**src/rtl/pcs_sync_pkg.sv**
```systemverilog
// Shared encodings and sizing helpers for the PCS receive-sync controller.
// Also used by the testbench.
package pcs_sync_pkg;

    localparam int CG_W    = 10;
    localparam int STATE_W = 3;

    typedef enum logic [STATE_W-1:0] {
        ST_POWERUP  = 3'd0,
        ST_WAIT_SIG = 3'd1,
        ST_ACQUIRE  = 3'd2,
        ST_LINK_UP  = 3'd3,
        ST_HOLDOFF  = 3'd4
    } ctrl_state_e;

    // Counter width able to hold 0..n-1, never narrower than one bit.
    function automatic int cnt_width(input int n);
        return (n < 2) ? 1 : $clog2(n);
    endfunction

endpackage

```
**src/rtl/sig_detect_debounce.sv**
```systemverilog
// Two-flop synchronizer for the asynchronous PMA signal detect, followed by a run-length
// debouncer that flips its level only after DEB_CYCLES consecutive differing samples.
module sig_detect_debounce
    import pcs_sync_pkg::*;
#(
    parameter int DEB_CYCLES = 4
) (
    input  logic clk,
    input  logic rst,
    input  logic sig_i,
    output logic level_o,
    output logic change_o
);

    localparam int RUN_W = cnt_width(DEB_CYCLES);

    logic             sync1_q;
    logic             sync2_q;
    logic             level_q;
    logic             change_q;
    logic [RUN_W-1:0] run_q;
    logic             differs;

    assign differs  = (sync2_q != level_q);
    assign level_o  = level_q;
    assign change_o = change_q;

    // NOTE: every register here uses <= so all flops sample the same pre-edge values;
    // a blocking '=' would let sync2_q see the new sync1_q and remove a synchronizer stage.
    always_ff @(posedge clk or posedge rst) begin
        if (rst) begin
            sync1_q  <= 1'b0;
            sync2_q  <= 1'b0;
            level_q  <= 1'b0;
            change_q <= 1'b0;
            run_q    <= '0;
        end else begin
            sync1_q  <= sig_i;
            sync2_q  <= sync1_q;
            change_q <= 1'b0;
            if (!differs) begin
                run_q <= '0;
            end else if (run_q == RUN_W'(DEB_CYCLES - 1)) begin
                level_q  <= sync2_q;
                change_q <= 1'b1;
                run_q    <= '0;
            end else begin
                run_q <= run_q + 1'b1;
            end
        end
    end

endmodule

```
**src/rtl/pcs_sync_ctrl.sv**
```systemverilog
// Sequencer for the PCS receive synchronization FSM. It drives POWER, RESET and
// SIGNAL_CHANGE, muxes PUDI for loopback, and retries sync acquisition on a watchdog.
module pcs_sync_ctrl
    import pcs_sync_pkg::*;
#(
    parameter int PWR_CYCLES  = 16,
    parameter int DEB_CYCLES  = 4,
    parameter int ACQ_TIMEOUT = 1024,
    parameter int HOLD_CYCLES = 8,
    parameter int CNT_W       = 8
) (
    input  logic               clk,
    input  logic               rst,
    input  logic [CG_W-1:0]    pma_rx_i,
    input  logic [CG_W-1:0]    tx_loop_i,
    input  logic               mr_loopback_i,
    input  logic               signal_detect_in_i,
    input  logic               code_sync_i,
    output logic               sync_power_o,
    output logic               sync_reset_o,
    output logic               sync_signal_change_o,
    output logic               sync_signal_detect_o,
    output logic [CG_W-1:0]    sync_pudi_o,
    output logic               sync_loopback_o,
    output logic               link_ok_o,
    output logic [CNT_W-1:0]   resync_cnt_o,
    output logic [STATE_W-1:0] ctrl_state_o
);

    localparam int PWR_W  = cnt_width(PWR_CYCLES);
    localparam int TMR_W  = cnt_width(ACQ_TIMEOUT);
    localparam int HOLD_W = cnt_width(HOLD_CYCLES);

    ctrl_state_e       state_q;
    logic              sync_power_q;
    logic              sync_reset_q;
    logic              link_ok_q;
    logic              loopback_q;
    logic [CG_W-1:0]   pudi_q;
    logic [CNT_W-1:0]  resync_cnt_q;
    logic [CNT_W-1:0]  resync_cnt_d;
    logic [PWR_W-1:0]  pwr_q;
    logic [TMR_W-1:0]  timer_q;
    logic [HOLD_W-1:0] hold_q;

    logic deb_level;
    logic deb_change;
    logic det;
    logic lb_toggle;

    sig_detect_debounce #(
        .DEB_CYCLES (DEB_CYCLES)
    ) u_debounce (
        .clk      (clk),
        .rst      (rst),
        .sig_i    (signal_detect_in_i),
        .level_o  (deb_level),
        .change_o (deb_change)
    );

    assign det          = deb_level | loopback_q;
    assign lb_toggle    = (mr_loopback_i != loopback_q);
    assign resync_cnt_d = (&resync_cnt_q) ? resync_cnt_q : resync_cnt_q + 1'b1;

    always_ff @(posedge clk or posedge rst) begin
        if (rst) begin
            state_q      <= ST_POWERUP;
            sync_power_q <= 1'b1;
            sync_reset_q <= 1'b0;
            link_ok_q    <= 1'b0;
            loopback_q   <= 1'b0;
            pudi_q       <= '0;
            resync_cnt_q <= '0;
            pwr_q        <= '0;
            timer_q      <= '0;
            hold_q       <= '0;
        end else begin
            loopback_q <= mr_loopback_i;
            pudi_q     <= mr_loopback_i ? tx_loop_i : pma_rx_i;

            if (state_q == ST_POWERUP) begin
                if (pwr_q == PWR_W'(PWR_CYCLES - 1)) begin
                    sync_power_q <= 1'b0;
                    state_q      <= ST_WAIT_SIG;
                end else begin
                    pwr_q <= pwr_q + 1'b1;
                end
            end else if (lb_toggle) begin
                // A loopback switch changes the code-group source, so restart sync from scratch.
                sync_reset_q <= 1'b1;
                link_ok_q    <= 1'b0;
                state_q      <= ST_WAIT_SIG;
            end else begin
                sync_reset_q <= 1'b0;
                case (state_q)
                    ST_WAIT_SIG: begin
                        if (det) begin
                            state_q <= ST_ACQUIRE;
                            timer_q <= '0;
                        end
                    end
                    ST_ACQUIRE: begin
                        if (!det) begin
                            state_q <= ST_WAIT_SIG;
                        end else if (code_sync_i) begin
                            state_q   <= ST_LINK_UP;
                            link_ok_q <= 1'b1;
                        end else if (timer_q == TMR_W'(ACQ_TIMEOUT - 1)) begin
                            state_q      <= ST_HOLDOFF;
                            sync_reset_q <= 1'b1;
                            resync_cnt_q <= resync_cnt_d;
                            hold_q       <= '0;
                        end else begin
                            timer_q <= timer_q + 1'b1;
                        end
                    end
                    ST_LINK_UP: begin
                        if (!det) begin
                            state_q   <= ST_WAIT_SIG;
                            link_ok_q <= 1'b0;
                        end else if (!code_sync_i) begin
                            state_q   <= ST_ACQUIRE;
                            timer_q   <= '0;
                            link_ok_q <= 1'b0;
                        end
                    end
                    ST_HOLDOFF: begin
                        if (hold_q == HOLD_W'(HOLD_CYCLES - 1)) begin
                            state_q <= ST_WAIT_SIG;
                        end else begin
                            sync_reset_q <= 1'b1;
                            hold_q       <= hold_q + 1'b1;
                        end
                    end
                    default: state_q <= ST_WAIT_SIG;
                endcase
            end
        end
    end

    assign sync_power_o         = sync_power_q;
    assign sync_reset_o         = sync_reset_q;
    assign sync_signal_change_o = deb_change;
    assign sync_signal_detect_o = deb_level;
    assign sync_pudi_o          = pudi_q;
    assign sync_loopback_o      = loopback_q;
    assign link_ok_o            = link_ok_q;
    assign resync_cnt_o         = resync_cnt_q;
    assign ctrl_state_o         = state_q;

endmodule
```
**config.mk**
```make
export PLATFORM = sky130hd
export DESIGN_NAME = pcs_sync_ctrl
export DESIGN_NICKNAME = d
export VERILOG_FILES = /design/src/rtl/pcs_sync_pkg.sv /design/src/rtl/sig_detect_debounce.sv /design/src/rtl/pcs_sync_ctrl.sv
export SDC_FILE = /design/constraint.sdc
export NUM_CORES = 1
export LEC_CHECK = 0
export BUFFER_PORTS_ARGS = -buffer_cell sky130_fd_sc_hd__buf_2
export CAP_MARGIN = 20
export CELL_PAD_IN_SITES_DETAIL_PLACEMENT = 0
export CELL_PAD_IN_SITES_GLOBAL_PLACEMENT = 1
export CORE_ASPECT_RATIO = 0.75
export CORE_UTILIZATION = 41
export DETAILED_ROUTE_END_ITERATION = 8
export PLACE_DENSITY = 0.77
export SYNTH_ARGS = -nofsm -noshare
export SYNTH_HDL_FRONTEND = slang
export SYNTH_HIERARCHICAL = 1
export SYNTH_SLANG_ARGS = --single-unit
```
**constraint.sdc**
```tcl
create_clock -name clk -period 2.8 [get_ports clk]
set_clock_uncertainty 0.05 [all_clocks]
set_input_delay 0.28 -clock clk [delete_from_list [all_inputs] [get_ports clk]]
set_output_delay 0.28 -clock clk [all_outputs]
set_load 0.05 [all_outputs]
```
==> impl_metrics.ini <==
[outcome]
status = completed

[routing]
routed_wl_mm = 4.37
route.vias.total = 1748
vias_per_cell = 5.10
drc_errors = 0
wire_per_inst_um = 12.7
first_iter_violations = 73
dr.pass1.iters = 5
ant_nets = 0

[clock_tree]
clk_latency_ps = 300
clock_sinks = 48
cts_tree = done
cts_hold_buf = 1
cts-root-buf = clkbuf_8
cts_setup_buffers = 0
clockBufferDepth = 2
path_clk_slew_ps = 90
cts_resized = 0
cts_buffers = 5
htreeDepth = 2

[floorplan]
io-pin-count = 52
core_area_um2 = 5350
rows = 23
die_area_um2 = 5890
initial_core_util_pct = 42.8
die_x_um = 88.3
die_height_um = 66.7

[synthesis]
syn_area_um2 = 2290
synth_commonest_cells = 47 x dfrtp_1, 18 x nor2_1, 12 x nand3_1
async_flop_share_pct = 100
synth_cell_types = 44
synth_seq_cells = 48
ys_top_cells_by_area = dfrtp_1 51%, mux2_2 5.4%, xor2_1 3.4%, ha_1 3.3%, nor2_1 3.0%
yosys_warnings = 6
synth.largest_area_cell = dfrtp_1
synthCells = 212
synth_ff_type = dfrtp_1
synth_edf_count = 0
ys_seq_area_share_pct = 52.5
synth_area_per_cell_um2 = 10.8
synth_fp_nets = 243
synth_top_area_share_pct = 51.4
yosysMostFrequentCell = dfrtp_1

[timing]
setup_viol = 0
finalMaxSlewViolations = 0
period_needed_ps = 2370
hold_slack_ps = 34.2
hold_viol = 0
fmax_ghz = 0.421
fin_crit_sh_pct = 84.8
rsz0062_at_grt = false
slew-limit-headroom_pct = 54.2
tightest_slew_ps = 669
setup_tns_ps = 0

[global_routing]
grt_start_max_net_pins = 43
first_global_vias = 1587
antenna_found_initial = 0
grt_remaining_overflow = 0
track_usage_pct = 16.4
grt_pass1_wl_mm = 7.35

[power]
p_leak_uw = 0.00131
peakVddDrop_mv = 0.414
p_per_area_nw_per_um2 = 815

[layout]
syn2layout_area_growth_pct = 20.7
fin_nets = 298
drive_gt1_share_pct = 29.9
diodes = 0
fillers = 498

[run]
drv_cap = 0

[setup_path]
critPathMaxFanout = 13
r2r_setup_slack_ps = 430
crit_path_start = ctrl_state_o[2]
cp-start-kind = flip-flop
critPathArrivalTime_ps = 2540
worstPathCellList = nand2b_1 -> or4_1 -> nor2_1 -> buf_4 -> o21ai_0 -> a31oi_1
crit_type = reg2reg
cp_slowest_cell = or4_1
r2r_start = ctrl_state_o[2]
end_kind = flip-flop
critPathMaxStageDelay_ps = 660
cp.required_ps = 2970

[worst_hold_path]
hold_path.class = in2reg
hold_start = signal_detect_in_i

[placement]
place_congestion = 0.755
dp_hpwl_mm = 3.20
io_buffers = 51
power by group:
part,switching [µW],internal (µW)
Clock,232,292
Combinational,516,270
Sequential,123,819
Total,872,1380
path summary, 6_finish.rpt:
kind	endpoint	depth (start not counted)
worst max-delay path	timer_q[5]	6
worst min-delay path	u_debounce/sync1_q	1
worst max register to register	timer_q[5]	6
worst min register to register	u_debounce/sync2_q	0
max in group asynchronous	sync_power_o	4
min in group asynchronous	u_debounce/sync2_q	3
layout make-up:
| class | count | area (µm²) | area share [%] |
|---|---|---|---|
| timing repair buffer | 57 | 303 | 11.0 |
| clock inverter | 2 | 38.8 | 1.40 |
| inverter | 7 | 26.3 | 0.951 |
| multi-input combinational | 148 | 1020 | 36.8 |
| tap | 75 | 93.8 | 3.40 |
| sequential | 48 | 1200 | 43.5 |
| clock buffer | 6 | 82.6 | 2.99 |
state kept, by name (all words and copies together), names as in the netlist:
name	flops
link_ok_o	1
u_debounce/sync1_q	1
sync_loopback_o	1
sync_pudi_o	10
sync_power_o	1
hold_q	3
u_debounce/level_o	1
u_debounce/change_o	1
pwr_q	4
timer_q	10
ctrl_state_o	3
sync_reset_o	1
resync_cnt_o	8
u_debounce/run_q	2
u_debounce/sync2_q	1
cells in the final DEF (no fill, tap or decap), drive strengths merged, types with 6 or more instances in the layout:
| cell | instances |
|---|---|
| inv | 7 |
| buf | 56 |
| a21oi | 11 |
| xor2 | 9 |
| mux2 | 13 |
| nand2 | 10 |
| ha | 6 |
| dfrtp | 47 |
| nand3 | 12 |
| clkbuf | 6 |
| o21ai | 8 |
| nor3 | 9 |
| nor2 | 18 |
per-stage QoR:
stage               total power (µW)  utilization [%]  worst slack (ps)  instance area (µm²)  std cells
floorplan                       1530                -               390                 2290        212
global placement                1740             49.2               484                 2630        334
detailed placement              1750             49.2               415                 2630        334
CTS                             2280             51.6               407                 2760        343
global route                    2390             51.6               186                 2760        343
finish                          2250             51.6               426                 2760        343
metal layers:
| metal | vias up | GRT usage, % | share of wire, % |
|---|---|---|---|
| li1 | 874 | - | - |
| met1 | 810 | 24.3 | 52 |
| met2 | 62 | 22.2 | 40 |
| met3 | 2 | 5.33 | 7.6 |
| met4 | 0 | 4.84 | 0.39 |
| met5 | - | 0 | 0 |
critical path, delay by kind of cell, from the launching register on:
family	cells	cell delay, ps
buffers and inverters	1	230
and+or+nand+nor	3	1250
AOI/OAI and AO/OA	2	260
DFF	1	500
cells by family after synthesis:
kind of cell	after synthesis	share of synthesized area, %
AND/OR/NAND/NOR	74	17.5
flip-flops	48	52.5
AO/OA/AOI/OAI	42	12.2
buffers and inverters	16	3.11
XOR/XNOR	13	4.97
multiplexers	13	6.39
adder cells (fa/ha/maj)	6	3.28
Note: power is estimated with default switching activity, not from simulation.
